## config.mk

```make
export PLATFORM = sky130hd
export DESIGN_NAME = lab4_net_router_ctrl_rr
export DESIGN_NICKNAME = d
export VERILOG_FILES = /design/src/rtl/lab4_net_router_ctrl_rr.sv
export SDC_FILE = /design/constraint.sdc
export NUM_CORES = 1
export LEC_CHECK = 0
export ABC_AREA = 0
export CAP_MARGIN = 20
export CORE_MARGIN = 1.5
export CORE_UTILIZATION = 55
export CTS_CLUSTER_SIZE = 20
export DETAILED_ROUTE_END_ITERATION = 10
export HOLD_SLACK_MARGIN = 0.03
export PLACE_DENSITY = 0.89
export SYNTH_ARGS = -nofsm -noshare
export SYNTH_HDL_FRONTEND = slang
export SYNTH_SLANG_ARGS = --single-unit
```

## constraint.sdc

```tcl
create_clock -name clk -period 13.9 [get_ports clk]
set_input_delay 2.78 -clock clk [delete_from_list [all_inputs] [get_ports clk]]
set_output_delay 2.78 -clock clk [all_outputs]
set_load 0.01 [all_outputs]
```

## src/rtl/lab4_net_router_ctrl_rr.sv

```systemverilog
// Ring-router control: routes three inputs by ring distance and gives each output its own round-robin arbiter.
// Define LAB4_NET_ROUTER_CTRL_STATS_EN to build the saturating forwarded-message counter on num_fwd.
module lab4_net_router_ctrl_rr #(
    parameter int p_num_routers = 4,
    parameter int p_dest_nbits  = $clog2(p_num_routers)
) (
    input  logic                    clk,
    input  logic                    reset,
    input  logic [p_dest_nbits-1:0] router_id,
    input  logic                    in0_val,
    input  logic                    in1_val,
    input  logic                    in2_val,
    output logic                    in0_rdy,
    output logic                    in1_rdy,
    output logic                    in2_rdy,
    input  logic [p_dest_nbits-1:0] in0_dest,
    input  logic [p_dest_nbits-1:0] in1_dest,
    input  logic [p_dest_nbits-1:0] in2_dest,
    output logic                    out0_val,
    output logic                    out1_val,
    output logic                    out2_val,
    input  logic                    out0_rdy,
    input  logic                    out1_rdy,
    input  logic                    out2_rdy,
    output logic [1:0]              out0_sel,
    output logic [1:0]              out1_sel,
    output logic [1:0]              out2_sel,
    output logic [15:0]             num_fwd
);

    localparam logic [p_dest_nbits:0] LP_HALF = (p_dest_nbits + 1)'(p_num_routers / 2);

    function automatic logic [1:0] f_route(input logic [p_dest_nbits-1:0] dest,
                                           input logic [p_dest_nbits-1:0] id);
        logic [p_dest_nbits-1:0] d;
        d = dest - id;
        if (d == '0) begin
            return 2'd1;
        end else if ({1'b0, d} <= LP_HALF) begin
            return 2'd2;
        end else begin
            return 2'd0;
        end
    endfunction

    function automatic logic [1:0] f_mod3_add(input logic [1:0] a, input logic [1:0] b);
        logic [2:0] s;
        s = {1'b0, a} + {1'b0, b};
        if (s >= 3'd3) begin
            s = s - 3'd3;
        end
        return s[1:0];
    endfunction

    logic [2:0]              w_in_val;
    logic [2:0]              w_out_rdy;
    logic [p_dest_nbits-1:0] w_in_dest [3];
    logic [1:0]              w_route   [3];
    logic [2:0]              w_locked_in;
    logic [2:0]              w_req     [3];
    logic [2:0]              w_gnt_vld;
    logic [1:0]              w_gnt_idx [3];
    logic [2:0]              w_xfer;
    logic [2:0]              w_in_rdy;

    logic [1:0]              r_ptr      [3];
    logic [2:0]              r_lock;
    logic [1:0]              r_lock_idx [3];

    assign w_in_val     = {in2_val, in1_val, in0_val};
    assign w_out_rdy    = {out2_rdy, out1_rdy, out0_rdy};
    assign w_in_dest[0] = in0_dest;
    assign w_in_dest[1] = in1_dest;
    assign w_in_dest[2] = in2_dest;

    generate
        for (genvar gi = 0; gi < 3; gi++) begin : g_route
            assign w_route[gi] = f_route(w_in_dest[gi], router_id);
        end
    endgenerate

    always_comb begin
        logic [1:0] cand;
        cand        = 2'd0;
        w_locked_in = '0;
        w_gnt_vld   = '0;
        w_in_rdy    = '0;
        for (int j = 0; j < 3; j++) begin
            w_gnt_idx[j] = 2'd0;
            w_req[j]     = '0;
        end
        // An input held by a locked output may not be offered to any other output.
        for (int j = 0; j < 3; j++) begin
            if (r_lock[j]) begin
                w_locked_in[r_lock_idx[j]] = 1'b1;
            end
        end
        for (int j = 0; j < 3; j++) begin
            for (int k = 0; k < 3; k++) begin
                w_req[j][k] = w_in_val[k] && (w_route[k] == 2'(j)) && !w_locked_in[k];
            end
        end
        for (int j = 0; j < 3; j++) begin
            if (r_lock[j]) begin
                w_gnt_vld[j] = 1'b1;
                w_gnt_idx[j] = r_lock_idx[j];
            end else begin
                for (int i = 0; i < 3; i++) begin
                    cand = f_mod3_add(r_ptr[j], 2'(i));
                    if (!w_gnt_vld[j] && w_req[j][cand]) begin
                        w_gnt_vld[j] = 1'b1;
                        w_gnt_idx[j] = cand;
                    end
                end
            end
        end
        for (int j = 0; j < 3; j++) begin
            if (w_gnt_vld[j] && w_out_rdy[j]) begin
                w_in_rdy[w_gnt_idx[j]] = 1'b1;
            end
        end
    end

    assign w_xfer = w_gnt_vld & w_out_rdy;

    assign out0_val = w_gnt_vld[0] & ~reset;
    assign out1_val = w_gnt_vld[1] & ~reset;
    assign out2_val = w_gnt_vld[2] & ~reset;
    assign out0_sel = reset ? 2'd0 : w_gnt_idx[0];
    assign out1_sel = reset ? 2'd0 : w_gnt_idx[1];
    assign out2_sel = reset ? 2'd0 : w_gnt_idx[2];
    assign in0_rdy  = w_in_rdy[0] & ~reset;
    assign in1_rdy  = w_in_rdy[1] & ~reset;
    assign in2_rdy  = w_in_rdy[2] & ~reset;

    // A stalled grant is remembered so val/sel stay put until the downstream accepts.
    always_ff @(posedge clk or posedge reset) begin
        if (reset) begin
            r_lock <= '0;
            for (int j = 0; j < 3; j++) begin
                r_ptr[j]      <= 2'd0;
                r_lock_idx[j] <= 2'd0;
            end
        end else begin
            for (int j = 0; j < 3; j++) begin
                if (w_xfer[j]) begin
                    r_ptr[j]  <= f_mod3_add(w_gnt_idx[j], 2'd1);
                    r_lock[j] <= 1'b0;
                end else if (w_gnt_vld[j]) begin
                    r_lock[j]     <= 1'b1;
                    r_lock_idx[j] <= w_gnt_idx[j];
                end else begin
                    r_lock[j] <= 1'b0;
                end
            end
        end
    end

`ifdef LAB4_NET_ROUTER_CTRL_STATS_EN
    logic [15:0] r_num_fwd;
    logic [16:0] w_fwd_sum;

    assign w_fwd_sum = {1'b0, r_num_fwd} + 17'(w_xfer[0]) + 17'(w_xfer[1]) + 17'(w_xfer[2]);

    always_ff @(posedge clk or posedge reset) begin
        if (reset) begin
            r_num_fwd <= 16'd0;
        end else if (w_fwd_sum > 17'h0FFFF) begin
            r_num_fwd <= 16'hFFFF;
        end else begin
            r_num_fwd <= w_fwd_sum[15:0];
        end
    end

    assign num_fwd = r_num_fwd;
`else
    assign num_fwd = 16'd0;
`endif

endmodule

```

==> run_results.csv <==
group,metric,value,unit
outcome,outcome,"completed",
pwr,powerDensity,171,mW/mm2
pwr,internal_power,205,uW
cts,htreeDepth,1,
floorplanning,die_area,0.00411,mm2
sta,tns,0,ps
sta,skew,1.09,ps
layout,multi_input_area,0.00143,mm2
layout,fin_nets,322,
cts,clk_pin_slew,60,ps
yosys,netlist_area,0.00206,mm2
global_routing,antenna_found_initial,0,
setup_path,crit_fanout,10,
setup_path,reg2reg_slack,10840,ps
layout,layout_common_cells,"inv_1 (31), clkdlybuf4s50_1 (27), ha_1 (24)",
sta,hold_violations,0,
global_routing,grt_pass1_vias,1589,
layout,diodes,0,
yosys,ys_seq_area_share,18.3,%
pwr,p_sw,189,uW
cts,cts-resized-gates,0,
sta,slew_viol_final,0,
setup_path,cp.arrival,6740,ps
pwr,swShare,48.0,%
setup_path,cp-end-kind,"output port",
layout,fillerInstances,317,
placed_design,dp_hpwl,3480,um
floorplanning,ios,44,
yosys,syn-instance-count,263,
yosys,synth_cell_type_count,54,
global_routing,grt_pass1_wl,7000,um
placed_design,numPortBuffers,27,
setup_path,cp_data_required_time,11120,ps
setup_path,r2r_cells,10,
sta,fmax,0.105,GHz
yosys,ys.flop_type,"dfrtp_1",
sta,finalCritPeriodShare,68.5,%
routing,drc,0,
routing,routed-via-count,1855,
yosys,synth_edf_count,0,
sta,worst_pin_slew,935,ps
floorplanning,start_util,56.6,%
setup_path,worstPathCellList,"clkdlybuf4s50_1 -> ha_1 -> xnor2_1 -> xnor2_1 -> inv_1 -> ha_1 -> nand2_1 -> or4_4 -> or4_1 -> a31o_1 -> a221o_1 -> a21boi_4 -> inv_2 -> ha_1 -> nand3b_1 -> a31oi_1 -> clkdlybuf4s50_1",
setup_path,cpPeakStageDelay,560,ps
layout,final_layout_size_suffix_gt1_share,5.34,%
setup_path,cp_common_cell,"ha_1",
routing,dr.pass1.iters,4,
global_routing,grt_usage,21.2,%
cts,cts_tree,"built",
cts,clockRootBuffer,"clkbuf_8",
hold_path,hold_path.class,"reg2reg",
routing,postRouteAntennaNets,0,
sta,layout_min_cycle_time,9520,ps
yosys,synth-seq-cells,15,
pwr,combPwrFrac,70.4,%
global_routing,grt_overflow,0,
setup_path,worstSetupStartpoint,"router_id[0]",
pwr,p_total,394,uW
floorplanning,die_h,64.1,um
routing,finalWirelength,4340,um
job,max_cap_violations,0,
global_routing,grt_max_degree,16,
routing,drtIter0Drc,165,
setup_path,crit_type,"in2out",
cts,cts_hold_buffers,0,
pwr,irDropWorstVdd,99.7,uV
setup_path,startpoint_type,"input pin",
placed_design,dpl_cell_area,0.00226,mm2
cts,cts_max_path_buffers,2,
sta,relSlewSlack,37.1,%
routing,avgViaCountPerCell,5.64,
yosys,avgSynthCellArea,7.82,um2
cts,cts_buffers,3,
setup_path,crit_slowest_cell,"clkdlybuf4s50_1",
yosys,ys_warn_count,0,
cts,clk_latency,250,ps
pwr,p_leak,1.05,nW
layout,stdcell_area,0.00230,mm2
layout,register_area,375,um2
yosys,synth_top_area_share,18.3,%
cts,postCtsSetupBuffers,0,
sta,rsz0062_at_grt,"no",
yosys,synth_area_leaders,"dfrtp_1 (18%), ha_1 (15%), buf_4 (6.2%), inv_1 (5.7%), nand3b_1 (5.5%)",
floorplanning,rows,22,
sta,final-setup-viol-count,0,
floorplanning,core_area,0.00363,mm2
setup_path,crit_path_end,"in1_rdy",
pwr,p_seq_share,20.7,%
floorplanning,die_x,64.1,um
pwr,clockPowerShare,8.9,%
yosys,synth_top_cell_by_area,"dfrtp_1",
yosys,async_reset_ff_share,100,%
setup_path,reg2reg_to,"r_ptr[3]",
setup_path,timing.rr.start,"r_lock[1]",
routing,wl_per_cell,13.2,um
placed_design,gp_congestion,0.916,
cts,clock_sinks,15,
layout,final_common_cell,"inv_1",
layout,syn_to_final_growth,12.1,%
==> sequential cells by signal (all words and copies together), names as in the netlist <==
signal	flops
r_lock_idx	6
r_ptr	6
r_lock	3
==> logic make-up (layout without fill, tap and decap cells) <==
logic type | after synthesis | count (layout) | synth area share (%)
xor gates and xnor gates | 7 | 7 | 2.98
and+or+nand+nor | 90 | 90 | 25.0
buffers and inverters | 62 | 65 | 15.2
other | 1 | 16 | 0.182
DFF | 15 | 15 | 18.3
adders and majority gates | 25 | 25 | 15.1
AOI/OAI and AO/OA | 57 | 57 | 20.1
muxes | 6 | 6 | 3.16
==> worst min-delay path by stage <==
stage	start	cells after the start	end
2_1_floorplan	r_ptr[1]	2	r_ptr[1]
4_1_cts	r_ptr[0]	2	r_ptr[0]
5_1_grt	r_ptr[1]	2	r_ptr[1]
6_report	r_ptr[0]	2	r_ptr[0]
3_5_place_dp	r_ptr[0]	2	r_ptr[0]
3_3_place_gp	r_ptr[1]	2	r_ptr[1]
==> power by group through the flow <==
stage / logic, mW / clock network (mW) / registers [mW]
6_report: 0.277 / 0.0350 / 0.0814
5_1_grt: 0.309 / 0.0361 / 0.0835
4_1_cts: 0.276 / 0.0356 / 0.0808
3_5_place_dp: 0.273 / 0 / 0.0816
3_3_place_gp: 0.263 / 0 / 0.0804
2_1_floorplan: 0.218 / 0 / 0.0718
==> layout make-up <==
| class | count | share of cell area [%] |
|---|---|---|
| sequential | 15 | 16.3 |
| inverter | 34 | 5.54 |
| tap | 48 | 2.61 |
| timing repair buffer | 27 | 11.7 |
| multi-input combinational | 201 | 61.9 |
| clock buffer | 4 | 1.96 |
==> layer usage <==
| layer | vias up | global-route usage [%] | wire length (um) |
|---|---|---|---|
| met3 | 5 | 1.94 | 207 |
| met2 | 56 | 35.9 | 2090 |
| met5 | - | 0 | 0 |
| met1 | 863 | 28.4 | 2000 |
| li1 | 931 | - | - |
| met4 | 0 | 6.65 | 52 |
==> worst max-delay path, delay by kind of cell <==
family                   cells  cell delay [ps]
adder cells (fa/ha/maj)      3              490
AND/OR/NAND/NOR              4             1130
AO/OA/AOI/OAI                4              920
buffers and inverters        4             1150
XOR/XNOR                     2              280
==> per-stage QoR <==
stage / util [%] / hold slack [ps] / setup slack [ps] / instances
detailed placement: 62.2 / 505 / 4410 / 325
global placement: 62.2 / 495 / 4470 / 325
CTS: 63.4 / 517 / 4370 / 329
floorplan: - / 471 / 5460 / 278
global route: 63.4 / 546 / 4150 / 329
finish: 63.4 / 516 / 4380 / 329
==> Yosys cell counts (all sizes together) (2+ instances only) <==
cell type / instances
buf: 19
ha: 24
nor3b: 3
o221a: 2
clkbuf: 9
a31o: 2
dfrtp: 15
xnor2: 7
a21bo: 2
o221ai: 2
nor2: 18
a221o: 2
nand3: 7
a31oi: 5
or2: 4
o21a: 3
nand2b: 6
a21oi: 12
a21boi: 2
o2111ai: 3
and2: 3
nand2: 15
o22ai: 4
o31ai: 2
nor4: 2
mux2i: 2
o21ai: 8
nand3b: 15
inv: 34
nor3: 5
nand4: 4
a41oi: 2
and4: 3
or4: 3
mux2: 4
Power figures use the tool's default switching activity.
